==> config.mk <==
export PLATFORM = sky130hd
export DESIGN_NAME = cpu_out_uart_tx
export DESIGN_NICKNAME = d
export VERILOG_FILES = /design/src/rtl/cpu_out_uart_tx.sv
export SDC_FILE = /design/constraint.sdc
export NUM_CORES = 1
export LEC_CHECK = 0
export ABC_AREA = 1
export BUFFER_PORTS_ARGS = -buffer_cell sky130_fd_sc_hd__buf_4
export CAP_MARGIN = 20
export CORE_UTILIZATION = 55
export CTS_CLUSTER_DIAMETER = 200
export CTS_CLUSTER_SIZE = 8
export DETAILED_ROUTE_END_ITERATION = 10
export PLACE_DENSITY_LB_ADDON = 0.3
export SLEW_MARGIN = 20
export SYNTH_ARGS = -nofsm -noshare
export SYNTH_HDL_FRONTEND = slang
export SYNTH_SLANG_ARGS = --single-unit
==> constraint.sdc <==
create_clock -name clk -period 2.3 [get_ports clk]
set_clock_uncertainty 0.1 [all_clocks]
set_input_delay 0.23 -clock clk [delete_from_list [all_inputs] [get_ports clk]]
set_output_delay 0.23 -clock clk [all_outputs]
set_load 0.03 [all_outputs]
==> src/rtl/cpu_out_uart_tx.sv <==
// CPU output word queue feeding an 8N1 UART, low byte then high byte; tx falls one edge after a push into an idle, empty queue.
// No backpressure: pushes into a full queue are dropped and latched in the sticky overflow flag.
module cpu_out_uart_tx #(
  parameter int DEPTH        = 8,
  parameter int CLKS_PER_BIT = 868
) (
  input  logic                     clk,
  input  logic                     reset,
  input  logic [15:0]              data_in,
  input  logic                     data_valid,
  input  logic                     overflow_clr,
  output logic                     tx,
  output logic                     busy,
  output logic [$clog2(DEPTH):0]   fifo_count,
  output logic                     overflow
);

  localparam int AW = $clog2(DEPTH);
  localparam int BW = $clog2(CLKS_PER_BIT);
  localparam int BM = CLKS_PER_BIT - 1;
  localparam logic [AW:0]   FULL     = DEPTH[AW:0];
  localparam logic [BW-1:0] BAUD_MAX = BM[BW-1:0];

  localparam logic [1:0] IDLE  = 2'd0;
  localparam logic [1:0] START = 2'd1;
  localparam logic [1:0] DATA  = 2'd2;
  localparam logic [1:0] STOP  = 2'd3;

  logic [15:0]   mem_q [DEPTH];
  logic [AW-1:0] wr_ptr_q, wr_ptr_d, rd_ptr_q, rd_ptr_d;
  logic [AW:0]   count_q, count_d;
  logic          overflow_q, overflow_d;
  logic [1:0]    state_q, state_d;
  logic [BW-1:0] baud_q, baud_d;
  logic [2:0]    bit_q, bit_d, next_bit;
  logic          hb_q, hb_d;
  logic [15:0]   shadow_q, shadow_d;
  logic          tx_q, tx_d;
  logic          busy_q, busy_d;
  logic          push, pop;
  logic [7:0]    cur_byte;

  assign cur_byte = hb_q ? shadow_q[15:8] : shadow_q[7:0];

  always_comb begin
    state_d  = state_q;
    baud_d   = baud_q;
    bit_d    = bit_q;
    hb_d     = hb_q;
    shadow_d = shadow_q;
    tx_d     = tx_q;
    pop      = 1'b0;
    next_bit = bit_q + 3'd1;

    // tx_d always carries the level of the state/bit being entered, so tx stays registered
    case (state_q)
      IDLE: begin
        tx_d = 1'b1;
        if (count_q != '0) begin
          pop      = 1'b1;
          shadow_d = mem_q[rd_ptr_q];
          hb_d     = 1'b0;
          state_d  = START;
          baud_d   = BAUD_MAX;
          tx_d     = 1'b0;
        end
      end
      START: begin
        if (baud_q == '0) begin
          state_d = DATA;
          bit_d   = 3'd0;
          baud_d  = BAUD_MAX;
          tx_d    = cur_byte[0];
        end else begin
          baud_d = baud_q - BW'(1);
        end
      end
      DATA: begin
        if (baud_q == '0) begin
          baud_d = BAUD_MAX;
          if (bit_q == 3'd7) begin
            state_d = STOP;
            tx_d    = 1'b1;
          end else begin
            bit_d = next_bit;
            tx_d  = cur_byte[next_bit];
          end
        end else begin
          baud_d = baud_q - BW'(1);
        end
      end
      STOP: begin
        if (baud_q == '0) begin
          if (!hb_q) begin
            hb_d    = 1'b1;
            state_d = START;
            baud_d  = BAUD_MAX;
            tx_d    = 1'b0;
          end else begin
            state_d = IDLE;
            tx_d    = 1'b1;
          end
        end else begin
          baud_d = baud_q - BW'(1);
        end
      end
      default: begin
        state_d = IDLE;
        tx_d    = 1'b1;
      end
    endcase

    // fullness is judged before this cycle's pop, so a pop never makes room for a same-cycle push
    push     = data_valid && (count_q != FULL);
    wr_ptr_d = push ? wr_ptr_q + AW'(1) : wr_ptr_q;
    rd_ptr_d = pop  ? rd_ptr_q + AW'(1) : rd_ptr_q;
    count_d  = count_q;
    if (push && !pop)      count_d = count_q + (AW+1)'(1);
    else if (!push && pop) count_d = count_q - (AW+1)'(1);

    if (data_valid && (count_q == FULL)) overflow_d = 1'b1;
    else if (overflow_clr)               overflow_d = 1'b0;
    else                                 overflow_d = overflow_q;

    busy_d = (state_d != IDLE) || (count_d != '0);
  end

  always_ff @(posedge clk or negedge reset) begin
    if (!reset) begin
      wr_ptr_q   <= '0;
      rd_ptr_q   <= '0;
      count_q    <= '0;
      overflow_q <= 1'b0;
      state_q    <= IDLE;
      baud_q     <= '0;
      bit_q      <= 3'd0;
      hb_q       <= 1'b0;
      shadow_q   <= 16'h0000;
      tx_q       <= 1'b1;
      busy_q     <= 1'b0;
    end else begin
      wr_ptr_q   <= wr_ptr_d;
      rd_ptr_q   <= rd_ptr_d;
      count_q    <= count_d;
      overflow_q <= overflow_d;
      state_q    <= state_d;
      baud_q     <= baud_d;
      bit_q      <= bit_d;
      hb_q       <= hb_d;
      shadow_q   <= shadow_d;
      tx_q       <= tx_d;
      busy_q     <= busy_d;
    end
  end

  always_ff @(posedge clk) begin
    if (push) mem_q[wr_ptr_q] <= data_in;
  end

  assign tx         = tx_q;
  assign busy       = busy_q;
  assign fifo_count = count_q;
  assign overflow   = overflow_q;

endmodule

==> impl_metrics.csv <==
group,metric,value,unit
cts,htreeDepth,4,
sta,period_share,0.952,
worst_setup_path,worstSetupPathType,"flop to flop",
min_path,hp-class,"input port to asynchronous set/reset pin",
die,die_area,0.0139,mm^2
cts,clock-sinks,173,
grt,grt_max_degree,67,
sta,rsz0062_at_grt,"false",
yosys,syn_avg_cell_area,11.1,um^2
final_layout,antenna_cells,0,
die,core-area,0.0129,mm^2
drt,wl_met3,1140,um
cts,postCtsSetupRepairBufs,0,
yosys,post-synth-top-area-cell,"edfxtp_1",
drt,drcViolationCount,0,
drt,met2_length,7500,um
status,status,"completed",
placement,portBuffers,26,
drt,viasPerCell,5.70,
yosys,synthTopCellsByArea,"edfxtp_1 (52%), dfrtp_1 (15%), nor2_1 (5.9%), o21ai_0 (5.8%), nand2_1 (4.2%)",
cts,cts_resized,0,
sta,worstMarginPinSlew,0.561,ns
worst_setup_path,worstPathRequired,2.28,ns
sta,hold_violations,0,
sta,drv_slew,0,
yosys,synth_top_cell_area_share,0.520,
die,die_w,118,um
die,die_h,118,um
yosys,syn-cell-area,0.00739,mm^2
cts,cts_hold_buf,20,
die,rows,41,
grt,grt_pass1_wl,24800,um
drt,wl_met1,6680,um
cts,clk_pin_slew,0.06,ns
job,max-cap-violations,0,
cts,clk_path_buf_depth,2,
yosys,synthesis.nets,693,
die,initial_core_util,0.574,
worst_setup_path,worstPathArrival,2.16,ns
pwr,vdd_drop_max,0.594,mV
grt,track_usage,0.235,
die,io_pins,27,
final_layout,drive_above_1_share,0.139,
final_layout,fin_util,0.670,
worst_setup_path,max_stage_delay,0.43,ns
worst_setup_path,critical_path.cell_chain,"inv_1 > ha_1 > nand3_2 > nand2_4 > or2_2 > nor2_4",
final_layout,n_fill_cell,881,
drt,ant_nets,0,
worst_setup_path,cp-end-kind,"flop",
drt,drt_pass1_iterations,6,
worst_setup_path,crit_fanout,16,
yosys,synth_cells,666,
drt,drt_iter0_drc,593,
yosys,yosysSeqAreaShare,0.673,
placement,dp.final_hpwl,9760,um
final_layout,mostFrequentLayoutCells,"edfxtp_1 (128), nor2_1 (113), o21ai_0 (85)",
final_layout,final_common_cell,"edfxtp_1",
yosys,synth_seq_cells,173,
cts,cts_tree,"done",
pwr,p_leak,3.22,nW
drt,vias,5127,
drt,routedWlPerCell,17.2,um
drt,wl,15400,um
yosys,synth.distinct_cells,37,
sta,finalCriticalPeriod,2.19,ns
worst_setup_path,slowest_stage,"dfrtp_1",
sta,tns,0,ns
grt,grt_overflow,0,
yosys,yosysWarnings,0,
worst_setup_path,critPathLaunchType,"flop",
grt,grt_pass1_vias,4909,
sta,relSlewSlack,0.626,
placement,gp_congestion,0.900,
final_layout,nets,741,
grt,grt_antenna_before_repair,0,
cts,root_buffer,"clkbuf_16",
pwr,powerDensity,903,mW/mm^2
sta,clock.fmax,0.457,GHz
drt,routed.top_layer,"met4",
cts,clk_latency,0.43,ns
final_layout,area_growth,16.8,%
sta,finalSetupViolCount,0,
cts,numCtsBuffers,17,
per-layer routing:
metal | vias up | GRT usage
li1 | 2420 | -
met1 | 2473 | 0.316
met2 | 215 | 0.372
met3 | 19 | 0.0640
met4 | 0 | 0.0761
met5 | - | 0
path summary, 6_finish.rpt:
path                               start           to  slack [ns]  cells past startpoint
min reg2reg                           tx           tx        0.37                      2
max reg2reg                fifo_count[1]  mem_q[4][3]        0.11                      6
max                        fifo_count[1]  mem_q[4][3]        0.11                      6
min                                reset    baud_q[2]        0.24                      2
min in group clk                      tx           tx        0.37                      2
max in group asynchronous          reset  rd_ptr_q[0]        1.45                      2
cells in the mapped netlist:
master,n
a21o_1,1
nand3_2,5
nor3_1,3
inv_1,36
or2_2,1
nor2_1,117
inv_2,9
edfxtp_1,128
a21oi_1,5
dfrtp_1,44
nand3b_1,1
nand4_1,3
nor2_2,3
buf_6,1
xnor2_1,1
nand3_1,28
dfstp_2,1
nand2_4,3
a22oi_1,1
xor2_2,1
buf_4,5
o31ai_1,2
buf_2,14
nand2_2,2
clkbuf_2,3
o21ai_1,24
clkbuf_1,8
nand2_1,82
nor2_4,1
nor4_1,1
ha_1,7
o21ai_0,85
o22ai_1,2
inv_4,1
xor2_1,3
a41o_1,1
o211ai_1,33
metrics by stage:
step	power (mW)	hold WS (ns)	worst slack, ns	std cells	cell area [um^2]
after floorplan	4.49	-0.166	-0.188	666	7420
after global placement	4.82	0.157	0.214	847	7820
after detailed placement	4.87	0.168	0.123	847	7820
after CTS	7.83	0.252	0.114	899	8630
after global routing	8.06	0.281	0.00866	899	8630
final	7.79	0.242	0.111	899	8630
cell type report:
cell class / count / area (um^2) / share of cell area
clock buffer: 18 / 429 / 0.0497
clock inverter: 14 / 180 / 0.0209
inverter: 46 / 175 / 0.0203
multi-input combinational: 416 / 2110 / 0.244
sequential: 173 / 4970 / 0.576
tap: 172 / 215 / 0.0249
timing repair buffer: 60 / 551 / 0.0638
where the power goes:
group	internal, mW	switching (mW)
Combinational	0.319	0.635
Sequential	3.75	0.134
Clock	1.73	1.22
state kept, by name, summed over array words and instances, names as in the netlist:
signal	cells
mem_q	128
shadow_q	16
baud_q	10
fifo_count	4
bit_q	3
rd_ptr_q	3
wr_ptr_q	3
state_q	2
busy	1
hb_q	1
overflow	1
tx	1
worst max-delay path, delay by kind of cell (launching register included):
kind                     cells  cell delay, ns
buffers and inverters        1            0.09
AND/OR/NAND/NOR              4            0.98
adder cells (fa/ha/maj)      1            0.24
flip-flops                   1            0.43
cell families after synthesis:
kind of cell / Yosys count / share of synthesized area
buffers and inverters: 77 / 0.0459
AO/OA/AOI/OAI: 154 / 0.118
AND/OR/NAND/NOR: 250 / 0.144
adder cells (fa/ha/maj): 7 / 0.0119
flip-flops: 173 / 0.673
XOR/XNOR: 5 / 0.00695
(Power assumes the default switching activity.)
